<file path="config.mk">
export PLATFORM = sky130hd
export DESIGN_NAME = stim_sweep_ctrl
export DESIGN_NICKNAME = d
export VERILOG_FILES = /design/src/rtl/stim_sweep_ctrl.sv
export SDC_FILE = /design/constraint.sdc
export NUM_CORES = 1
export LEC_CHECK = 0
export BUFFER_PORTS_ARGS = -buffer_cell sky130_fd_sc_hd__buf_2
export CAP_MARGIN = 20
export CORE_ASPECT_RATIO = 0.75
export CORE_UTILIZATION = 45
export DETAILED_ROUTE_END_ITERATION = 8
export PLACE_DENSITY = 0.77
export SLEW_MARGIN = 25
export SYNTH_ARGS = -nofsm -noshare
export SYNTH_HDL_FRONTEND = slang
export SYNTH_SLANG_ARGS = --single-unit
</file>
<file path="constraint.sdc">
create_clock -name CK -period 4 [get_ports CK]
set_input_delay 0.4 -clock CK [delete_from_list [all_inputs] [get_ports CK]]
set_output_delay 0.4 -clock CK [all_outputs]
set_load 0.02 [all_outputs]
</file>
<file path="src/rtl/stim_sweep_ctrl.sv">
// Exhaustive stimulus sweeper: drives every N_IN-bit pattern into a DUT, waits SETTLE_CYC
// extra cycles, samples the response and offers (pattern, response) on a valid/ready port.
// Optional build macro SWEEP_MISR_EN adds a running CRC-16 (x^16+x^12+x^5+1) signature output.
`timescale 1ns/1ps

module stim_sweep_ctrl #(
  parameter int N_IN       = 5,
  parameter int N_OUT      = 1,
  parameter int SETTLE_CYC = 1
`ifdef SWEEP_MISR_EN
  , parameter int SIG_W    = 16
`endif
) (
  input  logic              CK,
  input  logic              reset,
  input  logic              start,
  input  logic              abort,
  output logic [N_IN-1:0]   dut_in,
  input  logic [N_OUT-1:0]  dut_out,
  output logic              cap_valid,
  input  logic              cap_ready,
  output logic [N_IN-1:0]   cap_pattern,
  output logic [N_OUT-1:0]  cap_response,
  output logic              busy,
  output logic              done,
`ifdef SWEEP_MISR_EN
  output logic [SIG_W-1:0]  signature,
`endif
  output logic [N_IN:0]     pattern_count
);

  typedef enum logic [1:0] {S_IDLE, S_SETTLE, S_PUSH, S_DONE} state_t;

  localparam int              CNT_W    = (SETTLE_CYC > 0) ? $clog2(SETTLE_CYC + 1) : 1;
  localparam logic [CNT_W-1:0] CNT_LOAD = CNT_W'(SETTLE_CYC);
  localparam logic [N_IN-1:0]  LAST_PAT = '1;

  state_t            r_state,         w_state_nxt;
  logic [N_IN-1:0]   r_pattern,       w_pattern_nxt;
  logic [CNT_W-1:0]  r_cnt,           w_cnt_nxt;
  logic              r_cap_valid,     w_cap_valid_nxt;
  logic [N_IN-1:0]   r_cap_pattern,   w_cap_pattern_nxt;
  logic [N_OUT-1:0]  r_cap_response,  w_cap_response_nxt;
  logic [N_IN:0]     r_pattern_count, w_pattern_count_nxt;
  logic              w_handshake;

`ifdef SWEEP_MISR_EN
  localparam logic [SIG_W-1:0] POLY = SIG_W'(16'h1021);

  logic [SIG_W-1:0] r_sig, w_sig_nxt;

  function automatic logic [SIG_W-1:0] galois_step(input logic [SIG_W-1:0] s);
    return {s[SIG_W-2:0], 1'b0} ^ (s[SIG_W-1] ? POLY : '0);
  endfunction
`endif

  assign w_handshake = r_cap_valid & cap_ready;

  always_comb begin
    // NOTE: every next-state value gets its hold default first, so no path can infer a latch.
    w_state_nxt         = r_state;
    w_pattern_nxt       = r_pattern;
    w_cnt_nxt           = r_cnt;
    w_cap_valid_nxt     = r_cap_valid;
    w_cap_pattern_nxt   = r_cap_pattern;
    w_cap_response_nxt  = r_cap_response;
    w_pattern_count_nxt = r_pattern_count;
`ifdef SWEEP_MISR_EN
    w_sig_nxt           = r_sig;
`endif

    if (abort) begin
      w_state_nxt     = S_IDLE;
      w_pattern_nxt   = '0;
      w_cap_valid_nxt = 1'b0;
    end else begin
      case (r_state)
        S_IDLE, S_DONE: begin
          if (start) begin
            w_state_nxt         = S_SETTLE;
            w_pattern_nxt       = '0;
            w_cnt_nxt           = CNT_LOAD;
            w_pattern_count_nxt = '0;
`ifdef SWEEP_MISR_EN
            w_sig_nxt           = '1;
`endif
          end
        end
        S_SETTLE: begin
          if (r_cnt != '0) begin
            w_cnt_nxt = r_cnt - CNT_W'(1);
          end else begin
            w_cap_response_nxt = dut_out;
            w_cap_pattern_nxt  = r_pattern;
            w_cap_valid_nxt    = 1'b1;
            w_state_nxt        = S_PUSH;
          end
        end
        S_PUSH: begin
          if (w_handshake) begin
            w_cap_valid_nxt     = 1'b0;
            w_pattern_count_nxt = r_pattern_count + (N_IN+1)'(1);
`ifdef SWEEP_MISR_EN
            w_sig_nxt = galois_step(r_sig) ^ SIG_W'({r_cap_pattern, r_cap_response});
`endif
            // Terminal pattern parks in DONE instead of wrapping back to zero.
            if (r_pattern == LAST_PAT) begin
              w_state_nxt = S_DONE;
            end else begin
              w_pattern_nxt = r_pattern + N_IN'(1);
              w_cnt_nxt     = CNT_LOAD;
              w_state_nxt   = S_SETTLE;
            end
          end
        end
        default: w_state_nxt = S_IDLE;
      endcase
    end
  end

  always_ff @(posedge CK or negedge reset) begin
    if (!reset) begin
      r_state         <= S_IDLE;
      r_pattern       <= '0;
      r_cnt           <= '0;
      r_cap_valid     <= 1'b0;
      r_cap_pattern   <= '0;
      r_cap_response  <= '0;
      r_pattern_count <= '0;
`ifdef SWEEP_MISR_EN
      r_sig           <= '1;
`endif
    end else begin
      // NOTE: non-blocking assignments make every register update from pre-edge values.
      r_state         <= w_state_nxt;
      r_pattern       <= w_pattern_nxt;
      r_cnt           <= w_cnt_nxt;
      r_cap_valid     <= w_cap_valid_nxt;
      r_cap_pattern   <= w_cap_pattern_nxt;
      r_cap_response  <= w_cap_response_nxt;
      r_pattern_count <= w_pattern_count_nxt;
`ifdef SWEEP_MISR_EN
      r_sig           <= w_sig_nxt;
`endif
    end
  end

  assign dut_in        = r_pattern;
  assign cap_valid     = r_cap_valid;
  assign cap_pattern   = r_cap_pattern;
  assign cap_response  = r_cap_response;
  assign pattern_count = r_pattern_count;
  assign busy          = (r_state == S_SETTLE) || (r_state == S_PUSH);
  assign done          = (r_state == S_DONE);
`ifdef SWEEP_MISR_EN
  assign signature     = r_sig;
`endif

endmodule

</file>
==> impl_metrics.json <==
{
  "skew_ns": 0.00534,
  "p_switching_uw": 224,
  "grt_usage_pct": 18.7,
  "yosysWarnings": 0,
  "io_pins": 26,
  "postCtsHoldBufs": 0,
  "layout-drive-gt1-share_pct": 28.7,
  "htree_num_levels": 1,
  "seqPwrFrac_pct": 44.6,
  "power_frac_comb_pct": 37.4,
  "irDropWorstVdd_mv": 0.213,
  "cts_buffer_depth": 2,
  "synthCells": 111,
  "multiInputGateArea_sq_um": 552,
  "placed_area_sq_um": 1270,
  "core-area_sq_um": 2330,
  "grt_overflow_total": 0,
  "final_cell_area_sq_um": 1300,
  "internal_power_uw": 360,
  "initial_core_util_pct": 48.1,
  "rsz0062_at_grt": "false",
  "die_h_um": 45.2,
  "hpwl_um": 1630,
  "setup_viol": 0,
  "layout_setup_ws_ns": 1.69,
  "ys_seq_area_share_pct": 46.9,
  "fmax_ghz": 0.432,
  "grt_max_degree": 22,
  "remaining_drc_errors": 0,
  "muxShareOfSynthArea_pct": 7.82,
  "endpoint_kind": "register",
  "path_max_fanout": 20,
  "pwr-share-clk_pct": 18.0,
  "syn_nets": 123,
  "crit_type": "reg -> reg",
  "synth_compound_area_share_pct": 13.4,
  "clk_latency_ns": 0.31,
  "numCtsBuffers": 3,
  "die_x_um": 59.6,
  "clkSinkCount": 21,
  "post_cts_buffers": 0,
  "die-area_sq_um": 2690,
  "synthXorXnorAreaFrac_pct": 0,
  "finish.net_count": 149,
  "hold_viol_final": 0,
  "synth_area_sq_um": 1120,
  "n_fill_cell": 238,
  "wl_per_cell_um": 13.1,
  "place.port_buffers": 25,
  "syn_area_per_cell_sq_um": 10.1,
  "hold_ws_ns": 0.0179,
  "vias": 919,
  "diodes": 0,
  "via_per_inst": 5.41,
  "synth-seq-cells": 21,
  "cts.clk_slew.worst_paths_ns": 0.12,
  "hp-class": "in -> async",
  "routed_wl_um": 2230,
  "synth_fa_ha_area_share_pct": 6.70,
  "power.density_nw_per_um2": 450,
  "synth-simple-area-share_pct": 21.3,
  "first_iter_violations": 43,
  "maxCapViolCount": 0,
  "tightest_slew_ns": 0.628,
  "leakage_uw": 0.000669,
  "cts_tree": "done",
  "grt_pass1_wl_um": 3640,
  "synth_cell_types": 36,
  "routabilityCongestion": 0.740,
  "arrival_ns": 2.56,
  "drtPass1Iterations": 4,
  "startpoint_type": "register",
  "num_rows": 15,
  "dpl_worst_slack_ns": 1.71,
  "netSwitchingFraction_pct": 38.3,
  "fin_crit_sh_pct": 57.8,
  "grt_pass1_vias": 826,
  "relSlewSlack_pct": 58.1,
  "detail-route-antenna-nets": 0,
  "critPathRequiredTime_ns": 4.24,
  "drv_slew": 0,
  "layout_common_cells": "25 x buf_2, 21 x dfrtp_1, 12 x nand2_1",
  "layout_commonest_cell": "buf_2",
  "synth_top_family_by_area": "simple AND/OR/NAND/NOR gates",
  "synthToLayoutAreaGrowth_pct": 15.9,
  "setup_tns_ns": 0,
  "antenna_found_initial": 0,
  "status": "finished clean",
  "finalCriticalPeriod_ns": 2.31,
  "cts_root_buffer": "clkbuf_4",
  "ctsResizeCount": 0,
  "seqCellArea_sq_um": 526
}
[path summary, 6_finish.rpt]
check	endpoint	depth (start not counted)	start	slack (ns)
worst max-delay path	dut_in[3]	6	r_state[0]	1.69
max in group asynchronous	cap_response	1	reset	3.67
worst max register to register	dut_in[3]	6	r_state[0]	1.69
worst min register to register	cap_pattern[1]	1	cap_pattern[1]	0.52
min in group CK	cap_response	2	dut_out	0.31
worst min-delay path	pattern_count[3]	1	reset	0.02
[cells by family (layout without fill, tap and decap cells)]
| group | count (synthesis) | after routing |
|---|---|---|
| compound gates | 23 | 23 |
| simple gates | 43 | 43 |
| mux | 8 | 8 |
| flops | 21 | 21 |
| fa+ha+maj | 6 | 6 |
| buf+inv | 10 | 35 |
[state kept, by name (all words and copies together), names as in the netlist]
name / flops
pattern_count: 6
cap_pattern: 5
dut_in: 5
r_state: 2
cap_response: 1
cap_valid: 1
r_cnt: 1
[power groups by stage]
stage | sequential (uW) | combinational [uW] | clock (uW)
3_3_place_gp | 262 | 212 | 0
2_1_floorplan | 274 | 154 | 0
3_5_place_dp | 263 | 218 | 0
5_1_grt | 264 | 240 | 120
4_1_cts | 260 | 218 | 111
6_report | 260 | 218 | 105
[cell usage after synthesis]
cell type / number / share of area, %
nor3b_2: 1 / 1.1
buf_4: 1 / 0.67
nand3_1: 8 / 3.6
nor2_1: 4 / 1.3
o21ai_0: 4 / 1.8
a2bb2oi_1: 1 / 0.78
inv_1: 6 / 2.0
a21boi_0: 1 / 0.67
clkbuf_1: 2 / 0.67
a21oi_1: 7 / 3.1
or3_1: 1 / 0.56
nand2b_1: 3 / 1.7
buf_2: 1 / 0.45
or2_2: 1 / 0.56
nand3b_1: 2 / 1.3
and2_1: 1 / 0.56
nor2b_4: 1 / 1.2
o41ai_1: 1 / 0.78
nor3_1: 3 / 1.3
mux2i_1: 2 / 1.8
a211oi_1: 1 / 0.67
or4_4: 1 / 1.0
o31ai_1: 2 / 1.3
mux2_2: 6 / 6.0
a21o_1: 1 / 0.67
nand2_1: 12 / 4.0
and3_1: 2 / 1.1
or4_1: 2 / 1.3
a22oi_1: 1 / 0.67
o32ai_1: 1 / 0.78
o22ai_1: 1 / 0.56
nor2b_1: 1 / 0.56
dfrtp_1: 21 / 47
o221ai_1: 1 / 0.78
a211o_1: 1 / 0.78
ha_1: 6 / 6.7
[layer usage]
layer  track usage (%)  part of all wire [%]
met1              25.4                    48
met2              28.5                    45
met3              5.16                   5.4
met4              6.98                   1.3
met5                 0                     0
[per-stage QoR]
| stage | std cells | power (uW) | util (%) |
|---|---|---|---|
| after floorplan | 111 | 428 | - |
| after global placement | 166 | 473 | 54.5 |
| after detailed placement | 166 | 481 | 54.5 |
| after CTS | 170 | 589 | 55.8 |
| after global routing | 170 | 624 | 55.8 |
| final | 170 | 583 | 55.8 |
[final cells by class]
class / instances / area share [%]
multi-input cells: 80 / 42.5
flip-flops and latches: 21 / 40.5
repair buffers: 25 / 9.64
well taps: 34 / 3.28
clock buffers: 3 / 1.74
inverters: 6 / 1.74
clock inverters: 1 / 0.579
[worst max-delay path, cell delays in order, from the launching register on]
cell     delay, ns
dfrtp_1       0.42
inv_1         0.09
ha_1          0.56
inv_1         0.14
or4_1         0.60
or3_1         0.37
o21ai_0       0.07
No activity file was read; power rests on OpenSTA's default activity.
